===== config.mk =====
export PLATFORM = sky130hd
export DESIGN_NAME = display_io_b3
export DESIGN_NICKNAME = d
export VERILOG_FILES = /design/src/rtl/display_io_b3_pkg.sv /design/src/rtl/display_io_b3_prescaler.sv /design/src/rtl/display_io_b3.sv
export SDC_FILE = /design/constraint.sdc
export NUM_CORES = 1
export LEC_CHECK = 0
export CORE_UTILIZATION = 52
export DETAILED_ROUTE_END_ITERATION = 16
export GPL_ROUTABILITY_DRIVEN = 0
export HOLD_SLACK_MARGIN = 0.08
export PLACE_DENSITY = 0.82
export SKIP_CTS_REPAIR_TIMING = 1
export SYNTH_ARGS = -nofsm -noshare
export SYNTH_HDL_FRONTEND = slang
export SYNTH_SLANG_ARGS = --single-unit

===== constraint.sdc =====
create_clock -name clk -period 5.45 [get_ports clk]
set_input_delay 1.635 -clock clk [delete_from_list [all_inputs] [get_ports clk]]
set_output_delay 1.635 -clock clk [all_outputs]
set_load 0.01 [all_outputs]

===== src/rtl/display_io_b3_pkg.sv =====
// Shared definitions for the Basys3 seven-segment driver: segment patterns,
// special display codes and the display mode enum.
package display_io_b3_pkg;

    typedef enum logic {
        MODE_PATTERN = 1'b0,
        MODE_RAW     = 1'b1
    } disp_mode_e;

    // Active-high gfedcba patterns for hex digits 0..F
    localparam logic [6:0] SEG_HEX [16] = '{
        7'h3F, 7'h06, 7'h5B, 7'h4F, 7'h66, 7'h6D, 7'h7D, 7'h07,
        7'h7F, 7'h6F, 7'h77, 7'h7C, 7'h39, 7'h5E, 7'h79, 7'h71
    };
    localparam logic [6:0] SEG_BLANK  = 7'h00;
    localparam logic [6:0] SEG_DASH   = 7'h40;
    localparam logic [7:0] CODE_BLANK = 8'h10;
    localparam logic [7:0] CODE_DASH  = 8'h11;

    function automatic logic [6:0] seg_decode(input logic [7:0] code);
        logic [6:0] pat;
        pat = SEG_BLANK;
        if (code[7:4] == 4'h0)
            pat = SEG_HEX[code[3:0]];
        else if (code == CODE_DASH)
            pat = SEG_DASH;
        return pat;
    endfunction

endpackage


===== src/rtl/display_io_b3_prescaler.sv =====
// Free-running power-of-two prescaler; out toggles every 2^(N-1) clocks.
// Also shared by the input debouncer, so it carries no display-specific logic.
module prescaler #(
    parameter int N = 21
) (
    input  logic clk,
    input  logic reset,
    output logic out
);

    localparam logic [N-1:0] ONE = 1;

    logic [N-1:0] r_cnt;

    always_ff @(posedge clk or posedge reset) begin
        if (reset)
            r_cnt <= '0;
        else
            r_cnt <= r_cnt + ONE;
    end

    assign out = r_cnt[N-1];

endmodule


===== src/rtl/display_io_b3.sv =====
// Four-digit multiplexed 7-segment driver: one digit per prescaler tick,
// with registered active-low segment, decimal-point and anode outputs.
module display_io_b3
    import display_io_b3_pkg::*;
#(
    parameter int SCAN_N = 17
) (
    input  logic       clk,
    input  logic       reset,
    input  logic       display_ctrl,
    input  logic [7:0] disp0,
    input  logic [7:0] disp1,
    input  logic [7:0] disp2,
    input  logic [7:0] disp3,
    input  logic [3:0] dp_in,
    output logic [6:0] seg,
    output logic       dp,
    output logic [3:0] an
);

    logic       w_scan_clk;
    logic       w_tick;
    logic       r_scan_prev;
    logic [1:0] r_idx;
    logic [7:0] w_code;
    logic [6:0] w_seg_n;

    prescaler #(.N(SCAN_N)) u_scan_ps (
        .clk   (clk),
        .reset (reset),
        .out   (w_scan_clk)
    );

    // Rising edge of the prescaler output used as a clock enable
    always_ff @(posedge clk or posedge reset) begin
        if (reset)
            r_scan_prev <= 1'b0;
        else
            r_scan_prev <= w_scan_clk;
    end

    assign w_tick = w_scan_clk & ~r_scan_prev;

    always_comb begin
        w_code = disp0;
        case (r_idx)
            2'd0: w_code = disp0;
            2'd1: w_code = disp1;
            2'd2: w_code = disp2;
            2'd3: w_code = disp3;
            default: w_code = disp0;
        endcase
    end

    assign w_seg_n = (disp_mode_e'(display_ctrl) == MODE_RAW) ? ~w_code[6:0]
                                                              : ~seg_decode(w_code);

    // r_idx names the digit loaded on the next tick, so digit 0 is shown first
    always_ff @(posedge clk or posedge reset) begin
        if (reset) begin
            r_idx <= 2'd0;
            an    <= 4'b1111;
            seg   <= 7'h7F;
            dp    <= 1'b1;
        end else if (w_tick) begin
            an    <= ~(4'b0001 << r_idx);
            seg   <= w_seg_n;
            dp    <= ~dp_in[r_idx];
            r_idx <= r_idx + 2'd1;
        end
    end

endmodule


Word level (Yosys, flattened, before mapping) --
Memories as Yosys holds them, arrays and structs flattened. Index checks and enable logic that the tools add are counted.
Word-level totals: logic and storage cells 33, input port bits 39, register bits 32, memory bits (read-only) 112, memories kept 1, output and inout bits 12
Memory list:
- (name not given) | words 16, bits a word 7, read ports 1, clocked after Yosys merged registers in 0, wr ports 0, RTL line display_io_b3_pkg.sv:24 | pat = SEG_HEX[code[3:0]];
Cells by class: eq/ne operators 4, $add $sub $neg 2, bitwise logic cells 7, shift operators 1, reductions and logical operators 2, order comparisons 2, muxes and demuxes 8
Operator list (count):
- two-way mux 7 bit | 5
- one-hot mux 8 bit (4 select lines) | 1
- adder 17 x 1 -> 17 bit (second input constant) | 1
- inverter 7 bit | 2
- equality test 8 x 5 -> 1 bit (second input constant) | 1
- greater-or-equal comparator 5 bit (second input constant) | 1
- inverter 4 -> 5 bit | 1
- equality test 2 bit (second input constant) | 2
- logical NOT 4 bit | 1
- inverter 4 bit | 1
- << shifter 1 x 2 -> 4 bit (first input constant) | 1
- less-than comparator 2 x 3 -> 1 bit (second input constant) | 1
- adder 2 x 1 -> 2 bit (second input constant) | 1
- binary-select mux 1 bit (select 2 bit) | 1
- equality test 2 x 1 -> 1 bit (second input constant) | 1
- logical NOT 2 bit | 1
- inverter 1 bit | 2
- bitwise AND 1 bit | 1
- two-way mux 1 bit | 1

Logic depth before layout (Yosys ltp) --
depth in word-level cells 9, mapped depth 11

By module --
From an unflattened synthesis, not the netlist that was laid out.
Unflattened totals: cell total of the unflattened synthesis 202, area total of the unflattened synthesis 2043.2 sq um
By module, submodules not included:
- display_io_b3 | area an instance 1278.7 sq um, seq. area each 390.4 sq um, cells each 139, instances 1
- prescaler | area an instance 764.5 sq um, seq. area each 425.4 sq um, cells each 63, instances 1

Worst setup path before layout --
OpenSTA, ideal clock, no wires.
path kind input to register, start point input disp1[0], end point register seg[4], library setup time 0.079 ns, path slack 2.327 ns, arrival time 3.044 ns, stages 8, buffers on the path 0, cells stage by stage a22oi_1 o2bb2ai_1 inv_1 ha_1 nand2_1 o221ai_1 a211o_1 a22o_1
On the way: cells in the longest elaborated chain, start to end 8
RTL lines:
- from (decl) | RTL line display_io_b3.sv:12 | input logic [7:0] disp1,
- one-hot mux 8 bit (4 select lines) | RTL line display_io_b3.sv:46 | case (r_idx)
- inverter 4 -> 5 bit (not written as such) | RTL line display_io_b3_pkg.sv:24
- memory (16 x 7 bit)
- two-way mux 7 bit (not written as such) (2 in a row) | RTL line display_io_b3_pkg.sv:24
- two-way mux 7 bit | RTL line display_io_b3_pkg.sv:23 | if (code[7:4] == 4'h0)
- inverter 7 bit | RTL line display_io_b3.sv:56 | : ~seg_decode(w_code);
- two-way mux 7 bit | RTL line display_io_b3.sv:55 | assign w_seg_n = (disp_mode_e'(display_ctrl) == MODE_RAW) ? ~w_code[6:0]
- to (signal assigned) | RTL line display_io_b3.sv:67 | seg <= w_seg_n;
- to (decl) | RTL line display_io_b3.sv:16 | output logic [6:0] seg,
Every way passes these cells. The select of a mux whose other input is x is not followed. A chain may end at the register's enable or synchronous reset.

Worst setup path after layout --
start point input disp3[2], end point register seg[4]
On the way: cells in the longest elaborated chain, start to end 8
RTL lines:
- from (decl) | RTL line display_io_b3.sv:14 | input logic [7:0] disp3,
- one-hot mux 8 bit (4 select lines) | RTL line display_io_b3.sv:46
- inverter 4 -> 5 bit (not written as such) | RTL line display_io_b3_pkg.sv:24
- memory (16 x 7 bit)
- two-way mux 7 bit (not written as such) (2 in a row) | RTL line display_io_b3_pkg.sv:24
- two-way mux 7 bit | RTL line display_io_b3_pkg.sv:23
- inverter 7 bit | RTL line display_io_b3.sv:56
- two-way mux 7 bit | RTL line display_io_b3.sv:55
Every way passes these cells. The select of a mux whose other input is x is not followed.

==> qor.log <==
[outcome] result of the run complete, no violations
[global_route] global-route wire length before repair 7355 um
[clock_network] maximum level of the CTS H-tree 2
[die] full die area 3958 sq um
[yosys] number of flops mapped to enable cells by yosys 0
[yosys] post-synth net total 253
[sta] fin crit share 69.82%
[placement] worst-case setup slack after placement 1425 ps
[detailed_routing] number of violations reported at the end of detailed-routing iteration 0 84
[sta] final number of setup-violating endpoints 0
[detailed_routing] DR vias 1697
[clock_network] Sinks on Clock Net 32
[yosys] sequential-to-total area share from yosys stat 42.28%
[job] max-capacitance violation count 0
[final_layout] final non-filler cell area 2542 sq um
[final_layout] final-stage net count 302
[final_layout] count of filler cells inserted in the layout 252
[placement] final HPWL from detailed placement 3361 um
[global_route] GR Util All Layers 23.96%
[die] I/O pin cnt 51
[die] height of the chip 62.91 um
[yosys] flip-flop cell with the highest count after synthesis dfrtp_1
[sta] final slew viol count 0
[final_layout] Layout Cells excl Fill 297
[final_layout] Layout Utilization 73.86%
[detailed_routing] first-pass detailed-route iteration total 4
[sta] final hold violations 0
[sta] Setup WS post-layout 1645 ps
[clock_network] number of buffers added by the clock tree synthesis step 5
[global_route] maximum number of pins on one net before global-route repair 19
[critical_path] Crit Path Category primary input to flip-flop
[sta] Slew headroom 20.42%
[global_route] via count of the first global-routing pass 1572
[sta] final critical-path required period 3805 ps
[yosys] post-synthesis average cell area 9.599 sq um
[detailed_routing] per-cell routed wire length 15.04 um
[critical_path] highest fanout seen on the critical path 11
[power] Max VDD drop 0.2207 mV
[clock_network] later-pin clock latency in the skew report 280 ps
[die] Die W 62.91 um
[die] count of standard-cell rows 21
[power] sum of internal, switching and leakage power 483.1 uW
[clock_network] clock root buffer clkbuf_8
[final_layout] Layout area overhead 31.78%
[detailed_routing] drt total wl 4467 um
[clock_network] clock-pin slew on the worst setup and hold paths 70 ps
[yosys] proportion of synthesized flip-flops having asynchronous set or reset 100.0%
[die] initial core utilization 56.05%
[clock_network] Bufs on Longest Clock Path 2
[critical_path] worst endpoint data arrival time 4020 ps
[critical_path] CP required 5660 ps
[sta] worst-margin pin slew 1181 ps
[sta] minimum hold slack 437.3 ps
[critical_path] internal reg-to-reg setup slack 2390 ps
[sta] maximum clock rate 262.8 MHz
[placement] total of buffers placed on input and output ports 50
[critical_path] sort of element at the end of the critical path flip-flop
[die] area of the core 3442 sq um
[detailed_routing] count of unresolved DRC violations after routing 0
[final_layout] antenna diode instance count 0
[final_layout] fraction of final layout cells with drive strength greater than 1 10.76%
[placement] placed instance area 2450 sq um
[yosys] area of the mapped netlist 1929 sq um
[yosys] number of library cell types mapped by synthesis 44
[yosys] Yosys warning total 0
[detailed_routing] Routed Antenna Nets 0
[min_path] Min-Delay Path Class flip-flop to flip-flop
[sta] unrepaired setup endpoints after global routing no
[power] total power density per cell area 190.0 nW/um^2
[yosys] post-synthesis register bit count 32
[critical_path] kind of start point of the critical path primary input
[detailed_routing] via count normalized by instance count 5.714
[placement] placed cell count 289
[global_route] initial antenna violation count 0
[global_route] GRT Residual Overflow 0
[sta] Final TNS setup 0 ps
[power] Leak 1.092 nW
[clock_network] CTS tree built
[sta] worst clock skew on the final layout 8.567 ps
[yosys] Mapped Cells 201
==> path summary, 6_finish.rpt <==
| check | depth (start not counted) | end | start |
|---|---|---|---|
| min in group asynchronous | 2 | r_idx[0]$_DFFE_PP0P_ | reset |
| worst min register to register | 0 | r_scan_prev$_DFF_PP0_ | u_scan_ps.r_cnt[16]$_DFF_PP0_ |
| worst max-delay path | 6 | seg[4]$_DFFE_PP1P_ | disp3[2] |
| worst min-delay path | 0 | r_scan_prev$_DFF_PP0_ | u_scan_ps.r_cnt[16]$_DFF_PP0_ |
| max in group asynchronous | 3 | seg[6]$_DFFE_PP1P_ | reset |
| worst max register to register | 10 | seg[4]$_DFFE_PP1P_ | r_idx[0]$_DFFE_PP0P_ |
==> placed cells by master (no fill, tap or decap), types with 3 or more instances in the layout <==
| cell | netlist | final |
|---|---|---|
| and3_1 | 5 | 5 |
| o21ai_0 | 14 | 14 |
| xnor2_1 | 12 | 12 |
| clkdlybuf4s50_1 | 0 | 50 |
| a222oi_1 | 4 | 4 |
| nor2_1 | 5 | 5 |
| nand2_1 | 23 | 23 |
| nand2b_1 | 3 | 3 |
| dfrtp_1 | 20 | 20 |
| ha_1 | 13 | 13 |
| inv_1 | 11 | 11 |
| nand3_1 | 6 | 6 |
| nor2b_1 | 4 | 4 |
| clkbuf_8 | 0 | 6 |
| a22oi_1 | 3 | 3 |
| dfstp_2 | 12 | 12 |
| xor2_1 | 4 | 4 |
| a21oi_1 | 11 | 11 |
| o22ai_1 | 3 | 3 |
| a31oi_1 | 9 | 9 |
| nor3_1 | 4 | 4 |
==> synthesized netlist by cell type (all sizes together), types with 2 or more instances <==
library cell / number / area share (%)
o21a: 2 / 0.78
a211o: 2 / 0.97
nand2b: 3 / 0.97
nor2: 5 / 0.97
o22ai: 3 / 0.97
a31oi: 9 / 2.9
nor2b: 4 / 1.3
a22oi: 3 / 1.2
nor3: 4 / 1.0
a22o: 3 / 1.4
a21oi: 11 / 2.9
dfrtp: 20 / 26
dfstp: 12 / 16
and3: 5 / 1.6
a222oi: 4 / 2.1
o21ai: 15 / 3.9
ha: 13 / 8.4
xnor2: 12 / 5.4
a21o: 2 / 0.84
o211ai: 2 / 0.78
inv: 11 / 2.1
xor2: 4 / 1.8
nand2: 23 / 4.5
nand3: 6 / 1.6
buf: 4 / 1.4
clkbuf: 5 / 0.97
and4: 2 / 0.91
==> cell families (layout without fill, tap and decap cells) <==
group	after synthesis	in the layout	share of synthesized area (%)
AOI/OAI and AO/OA	62	62	21.27
muxes	2	2	1.751
DFF	32	32	42.28
adders and majority gates	13	13	8.431
buffers and inverters	20	70	4.475
and+or+nand+nor	56	56	14.53
xor gates and xnor gates	16	16	7.263
==> power by group <==
group	internal (mW)	leakage (nW)	switching [mW]	total (mW)
clock	0.101	0.0510	0.0835	0.184
combinational	0.0344	0.651	0.0248	0.0592
sequential	0.239	0.390	0.000593	0.240
total	0.374	1.09	0.109	0.483
==> per-layer routing <==
layer	vias up	share of wire (%)	track usage [%]
li1	826	-	-
met3	7	7.2	7.664
met2	61	45	36.02
met5	-	0	0
met4	0	0.99	7.267
met1	803	47	32.63
==> flip-flops by register name (all words and copies together), names as in the netlist <==
register         cells
u_scan_ps.r_cnt     17
seg                  7
an                   4
r_idx                2
dp                   1
r_scan_prev          1
==> cell type report <==
cell class	count	area (sq um)	share of cell area, %
Timing Repair Buffer	51	508.0	19.98
Sequential cell	32	815.8	32.09
Clock buffer	6	82.58	3.248
Tap cell	46	57.56	2.264
Inverter	11	41.29	1.624
Multi-Input combinational cell	149	1027	40.40
Clock inverter	2	10.01	0.3937
==> critical path: stages <==
cell             delay (ps)
clkdlybuf4s50_1         400
a22o_1                  240
o21ai_0                 930
o221ai_1                290
a211o_1                 320
a22o_1                  200
Note: power is estimated with default switching activity, not from simulation.
